<file path="src/rtl/mul_pkg.sv">
// Op encoding shared by the pipelined multiplier and its users.
// The op is three flag bits: signed operands, accumulate, subtract.
package mul_pkg;

  localparam int MUL_OP_W = 3;

  localparam int MUL_SGN = 0;
  localparam int MUL_ACC = 1;
  localparam int MUL_SUB = 2;

  typedef enum logic [MUL_OP_W-1:0] {
    MUL_MULTU = 3'b000,
    MUL_MULT  = 3'b001,
    MUL_MADDU = 3'b010,
    MUL_MADD  = 3'b011,
    MUL_MSUBU = 3'b110,
    MUL_MSUB  = 3'b111
  } mul_op_e;

  function automatic logic op_signed(input logic [MUL_OP_W-1:0] op);
    return op[MUL_SGN];
  endfunction

  function automatic logic op_acc(input logic [MUL_OP_W-1:0] op);
    return op[MUL_ACC];
  endfunction

  // A set sub bit without acc is an unused code and falls back to a plain multiply.
  function automatic logic op_sub(input logic [MUL_OP_W-1:0] op);
    return op[MUL_SUB];
  endfunction

endpackage

</file>
<file path="src/rtl/mul_pipe_slice.sv">
// One pipeline slice: a valid bit plus payload register.
// The slice loads whenever its advance input is high and the pipe is not stalled.
module mul_pipe_slice
  import mul_pkg::*;
#(
  parameter int DW = 8
) (
  input  logic          clk,
  input  logic          reset,
  input  logic          flush,
  input  logic          stall,
  input  logic          advance,
  input  logic          up_valid,
  input  logic [DW-1:0] up_data,
  output logic          valid,
  output logic [DW-1:0] data
);

  always_ff @(posedge clk) begin
    if (reset) begin
      valid <= 1'b0;
    end else if (flush) begin
      valid <= 1'b0;
    end else if (!stall && advance) begin
      valid <= up_valid;
    end
  end

  // Payload needs no reset; it is only observed when the valid bit is set.
  always_ff @(posedge clk) begin
    if (!stall && advance) begin
      data <= up_data;
    end
  end

endmodule

</file>
<file path="src/rtl/mul_pipe.sv">
// Fully pipelined multiply / multiply-accumulate unit with valid/ready flow control.
// S1 holds extended operands, the product is registered into S2, the accumulate lands in S_LAT.
module mul_pipe
  import mul_pkg::*;
#(
  parameter int W     = 32,
  parameter int LAT   = 4,
  parameter int TAG_W = 6
) (
  input  logic                clk,
  input  logic                reset,
  input  logic                stall,
  input  logic                flush,
  input  logic                in_valid,
  output logic                in_ready,
  input  logic [MUL_OP_W-1:0] in_op,
  input  logic [W-1:0]        in_a,
  input  logic [W-1:0]        in_b,
  input  logic [2*W-1:0]      in_acc,
  input  logic [TAG_W-1:0]    in_tag,
  output logic                out_valid,
  input  logic                out_ready,
  output logic [W-1:0]        out_hi,
  output logic [W-1:0]        out_lo,
  output logic [TAG_W-1:0]    out_tag,
  output logic                busy
);

  typedef struct packed {
    logic [MUL_OP_W-1:0] op;
    logic [TAG_W-1:0]    tag;
    logic [W:0]          a;
    logic [W:0]          b;
    logic [2*W-1:0]      acc;
    logic [2*W-1:0]      prod;
  } payload_t;

  localparam int PW = $bits(payload_t);

  logic [LAT:1] slot_valid;
  logic [LAT:1] slot_adv;
  payload_t     slot_data [1:LAT];
  payload_t     head;

  // Operands are W+1 bits; extending them further to 2W bits gives the product modulo 2^(2W).
  function automatic logic [2*W-1:0] mul_ext(input logic [W:0] a, input logic [W:0] b);
    logic [2*W-1:0] ax;
    logic [2*W-1:0] bx;
    ax = {{(W-1){a[W]}}, a};
    bx = {{(W-1){b[W]}}, b};
    return ax * bx;
  endfunction

  function automatic logic [2*W-1:0] finish_result(input logic [MUL_OP_W-1:0] op,
                                                   input logic [2*W-1:0] acc,
                                                   input logic [2*W-1:0] prod);
    logic [2*W-1:0] r;
    r = prod;
    if (op_acc(op)) begin
      r = op_sub(op) ? (acc - prod) : (acc + prod);
    end
    return r;
  endfunction

  // Work done on the way into slice k; with LAT=2 both steps happen into S2.
  function automatic payload_t stage_next(input int k, input payload_t p);
    payload_t n;
    n = p;
    if (k == 2) begin
      n.prod = mul_ext(p.a, p.b);
    end
    if (k == LAT) begin
      n.prod = finish_result(n.op, n.acc, n.prod);
    end
    return n;
  endfunction

  always_comb begin
    head      = '0;
    head.op   = in_op;
    head.tag  = in_tag;
    head.a    = op_signed(in_op) ? {in_a[W-1], in_a} : {1'b0, in_a};
    head.b    = op_signed(in_op) ? {in_b[W-1], in_b} : {1'b0, in_b};
    head.acc  = in_acc;
    head.prod = '0;
  end

  // Advance ripples from the output back toward S1 so bubbles collapse in one cycle.
  always_comb begin
    slot_adv      = '0;
    slot_adv[LAT] = ~slot_valid[LAT] | out_ready;
    for (int k = LAT - 1; k >= 1; k--) begin
      slot_adv[k] = ~slot_valid[k] | slot_adv[k+1];
    end
  end

  assign in_ready = ~stall & ~flush & slot_adv[1];

  for (genvar k = 1; k <= LAT; k++) begin : g_stage
    logic          up_valid;
    payload_t      up_data;
    logic [PW-1:0] q;

    if (k == 1) begin : g_head
      assign up_valid = in_valid & in_ready;
      assign up_data  = head;
    end else begin : g_body
      assign up_valid = slot_valid[k-1];
      assign up_data  = stage_next(k, slot_data[k-1]);
    end

    mul_pipe_slice #(
      .DW(PW)
    ) u_slice (
      .clk     (clk),
      .reset   (reset),
      .flush   (flush),
      .stall   (stall),
      .advance (slot_adv[k]),
      .up_valid(up_valid),
      .up_data (up_data),
      .valid   (slot_valid[k]),
      .data    (q)
    );

    assign slot_data[k] = q;
  end

  assign out_valid        = slot_valid[LAT] & ~stall;
  assign {out_hi, out_lo} = slot_data[LAT].prod;
  assign out_tag          = slot_data[LAT].tag;
  assign busy             = |slot_valid;

endmodule

</file>
<file path="config.mk">
export PLATFORM = sky130hd
export DESIGN_NAME = mul_pipe
export DESIGN_NICKNAME = d
export VERILOG_FILES = /design/src/rtl/mul_pkg.sv /design/src/rtl/mul_pipe_slice.sv /design/src/rtl/mul_pipe.sv
export SDC_FILE = /design/constraint.sdc
export NUM_CORES = 2
export LEC_CHECK = 0
export ABC_CLOCK_PERIOD_IN_PS = 18300
export BUFFER_PORTS_ARGS = -buffer_cell sky130_fd_sc_hd__buf_2
export CAP_MARGIN = 20
export CORE_AREA = 4 4 389 391
export CTS_CLUSTER_SIZE = 8
export DETAILED_ROUTE_END_ITERATION = 8
export DIE_AREA = 0 0 393 395
export PLACE_DENSITY = 0.62
export SYNTH_ARGS = -nofsm -noshare
export SYNTH_HDL_FRONTEND = slang
export SYNTH_SLANG_ARGS = --single-unit
</file>
<file path="constraint.sdc">
create_clock -name clk -period 18.3 [get_ports clk]
set_clock_uncertainty 0.1 [all_clocks]
set_input_delay 0.915 -clock clk [delete_from_list [all_inputs] [get_ports clk]]
set_output_delay 0.915 -clock clk [all_outputs]
set_load 0.01 [all_outputs]
</file>
==> impl_metrics.env <==
export IMPL_maxCapViolCount=0
export IMPL_cts_made_buffers=73
export IMPL_postRouteAntennaNets=0
export IMPL_ys_top_cells_by_count="1159 x inv_1, 1126 x fa_1, 586 x nand2_1"
export IMPL_synth_compound_gate_area_share=0.0527
export IMPL_drt_pass1_iterations=6
export IMPL_routabilityCongestion=0.932
export IMPL_startpoint_type="flip-flop"
export IMPL_worst_pin_slew_ns=1.15
export IMPL_port_buffers=215
export IMPL_grt_max_degree=138
export IMPL_arrival_ns=9.42
export IMPL_cts_tree="built"
export IMPL_highest_layer="met5"
export IMPL_multi_input_area_um2=38900
export IMPL_dieWidth_um=393
export IMPL_synthCells=5523
export IMPL_finalHoldViolations=0
export IMPL_synth_top_family_by_area="adder cells"
export IMPL_synthToLayoutAreaGrowth_pct=9.03
export IMPL_synth_most_common_cell="inv_1"
export IMPL_ys_ff_latch=484
export IMPL_dpl_cell_area_um2=61800
export IMPL_die_y_um=395
export IMPL_ys_warn_count=0
export IMPL_die_area_um2=155000
export IMPL_r2r_setup_slack_ns=9.20
export IMPL_r2r_start="g_stage[1].u_slice.data[129]"
export IMPL_path_clk_slew_ns=0.06
export IMPL_ios=216
export IMPL_yosysSeqAreaShare=0.247
export IMPL_synth_fa_ha_area_frac=0.443
export IMPL_routed_via_density=5.13
export IMPL_synthFlopType="edfxtp_1"
export IMPL_route_met2_wl_um=69400
export IMPL_final_layout_size_suffix_gt1_frac=0.0781
export IMPL_worstSetupPathType="flip-flop to flip-flop"
export IMPL_ys_types=74
export IMPL_totalWireLength_um=155000
export IMPL_wl_met3_um=14300
export IMPL_hold_class="flip-flop to flip-flop"
export IMPL_track_usage=0.203
export IMPL_synth_edff_count=480
export IMPL_stdcell_area_um2=64000
export IMPL_post_synth_top_area_fraction=0.384
export IMPL_dr_first_iter_drc_count=2543
export IMPL_via_count=38800
export IMPL_rsz0062_at_grt="no"
export IMPL_synthesis_area_um2=58700
export IMPL_fmax_mhz=110
export IMPL_synthXorXnorAreaFrac=0.0289
export IMPL_synth_area_mux_share=0.00846
export IMPL_r2r_cells=26
export IMPL_rr_endpoint="g_stage[2].u_slice.data[57]"
export IMPL_regArea_um2=14500
export IMPL_nFillCells=14000
export IMPL_cts_htree_levels=3
export IMPL_wl_per_cell_um=20.4
export IMPL_slew_violations=0
export IMPL_setup_viol=0
export IMPL_clock_sinks=484
export IMPL_core_um2=147000
export IMPL_syn_num_nets=7068
export IMPL_ctsLongestPathBuffers=3
export IMPL_async_flop_share=0
export IMPL_required_ns=18.61
export IMPL_antenna_found_initial=4
export IMPL_hold_buffers=0
export IMPL_grt_pass1_vias=41600
export IMPL_synthSimpleGateAreaFrac=0.129
export IMPL_fin_crit_ns=9.10
export IMPL_synth_avg_cell_area_um2=10.6
export IMPL_initial_core_util=0.398
export IMPL_synth_area_leaders="fa_1 38%, edfxtp_1 25%, inv_1 7.4%"
export IMPL_cts_setup_buffers=0
export IMPL_rows=141
export IMPL_grt_overflow_total=0
export IMPL_cts_root_buf="clkbuf_16"
export IMPL_clock_latency_ns=0.71
export IMPL_critPathCaptureType="flip-flop"
export IMPL_period_share=0.498
export IMPL_slew_headroom=0.236
export IMPL_drcViolationCount=0
export IMPL_crit_start="g_stage[1].u_slice.data[129]"
export IMPL_setup_tns_ns=0
export IMPL_grt_pass1_wl_um=243000
export IMPL_yosys_area_top_type="fa_1"
export IMPL_outcome="finished clean"
export IMPL_cts_resized=0
export IMPL_drt_met1_wl_um=67900
export IMPL_critPathMaxFanout=33
export IMPL_hpwl_um=117000
export IMPL_crit_path_end="g_stage[2].u_slice.data[57]"
export IMPL_num_nets_final=7169
cells by family after synthesis:
logic type / after synthesis
muxes: 45
and+or+nand+nor: 1493
buffers and inverters: 1427
DFF: 484
xor gates and xnor gates: 194
adders and majority gates: 1402
AOI/OAI and AO/OA: 478
through the flow:
stage,cells,utilization,hold slack (ns),setup slack [ns]
2_1_floorplan,5523,-,0.300,2.97
3_3_place_gp,7475,0.419,0.301,9.38
3_5_place_dp,7475,0.419,0.305,9.30
4_1_cts,7569,0.433,0.190,9.20
5_1_grt,7573,0.434,0.232,8.74
6_report,7575,0.434,0.267,9.20
area by class of cell:
type / instances / area share
clock buffer: 78 / 0.0288
timing repair buffer: 294 / 0.0273
antenna: 2 / 0.0000782
multi-input combinational: 3612 / 0.608
tap: 1930 / 0.0377
sequential: 484 / 0.226
clock inverter: 16 / 0.00414
inverter: 1159 / 0.0680
critical path, cell delays in order, from the launching register on:
cell and delay [ns]:
edfxtp_1 0.85, and2_1 0.39, fa_1 0.50, inv_1 0.05
fa_1 0.53, inv_1 0.05, fa_1 0.48, inv_1 0.06
fa_1 0.53, inv_1 0.06, fa_1 0.50, fa_1 0.52
fa_1 0.49, inv_1 0.05, fa_1 0.48, inv_1 0.05
ha_1 0.36, a21o_1 0.21, a21o_1 0.17, a211oi_1 0.21
o21ai_0 0.13, o211a_1 0.13, a311oi_2 0.66, o22ai_1 0.39
o21ai_0 0.47, o21ai_0 0.19, xor2_1 0.16
metal layers:
layer  vias to the layer above  track usage
met5                         -            0
met1                     20000        0.289
li1                      17100            -
met4                         4       0.0459
met2                      1510        0.312
met3                       204       0.0536
worst min path at each step:
stage / startpoint / endpoint / slack, ns / depth (start not counted)
after global routing: in_a[13] / g_stage[1].u_slice.data[174] / 0.23 / 1
after global placement: g_stage[2].u_slice.data[1] / g_stage[3].u_slice.data[1] / 0.30 / 0
after floorplan: g_stage[1].u_slice.data[100] / g_stage[2].u_slice.data[100] / 0.30 / 0
final: g_stage[2].u_slice.data[19] / g_stage[3].u_slice.data[19] / 0.27 / 0
after detailed placement: g_stage[1].u_slice.data[199] / g_stage[2].u_slice.data[199] / 0.30 / 0
after CTS: in_a[3] / g_stage[1].u_slice.data[164] / 0.19 / 1
sequential cells by signal (all words and copies together), names as in the netlist:
signal,count
g_stage.u_slice.valid,4
g_stage.u_slice.data,480
placed cells by master (no fill, tap or decap), drive strengths merged, types with 9 or more instances in the layout:
| master | count |
|---|---|
| a211oi | 15 |
| a21o | 81 |
| a21oi | 161 |
| a221oi | 9 |
| a31oi | 23 |
| and2 | 574 |
| and3 | 15 |
| buf | 294 |
| clkbuf | 78 |
| clkinv | 13 |
| edfxtp | 480 |
| fa | 1126 |
| ha | 276 |
| inv | 1159 |
| mux2 | 37 |
| nand2 | 586 |
| nand2b | 19 |
| nand3 | 30 |
| nand4 | 29 |
| nor2 | 107 |
| nor2b | 40 |
| nor3 | 43 |
| nor4 | 11 |
| o211ai | 11 |
| o21a | 13 |
| o21ai | 83 |
| o21bai | 15 |
| o31ai | 9 |
| or4 | 10 |
| xnor2 | 151 |
| xor2 | 43 |
Power is not shown: default switching activity piles up to over one toggle a cycle in this logic, so the estimate is an artifact.
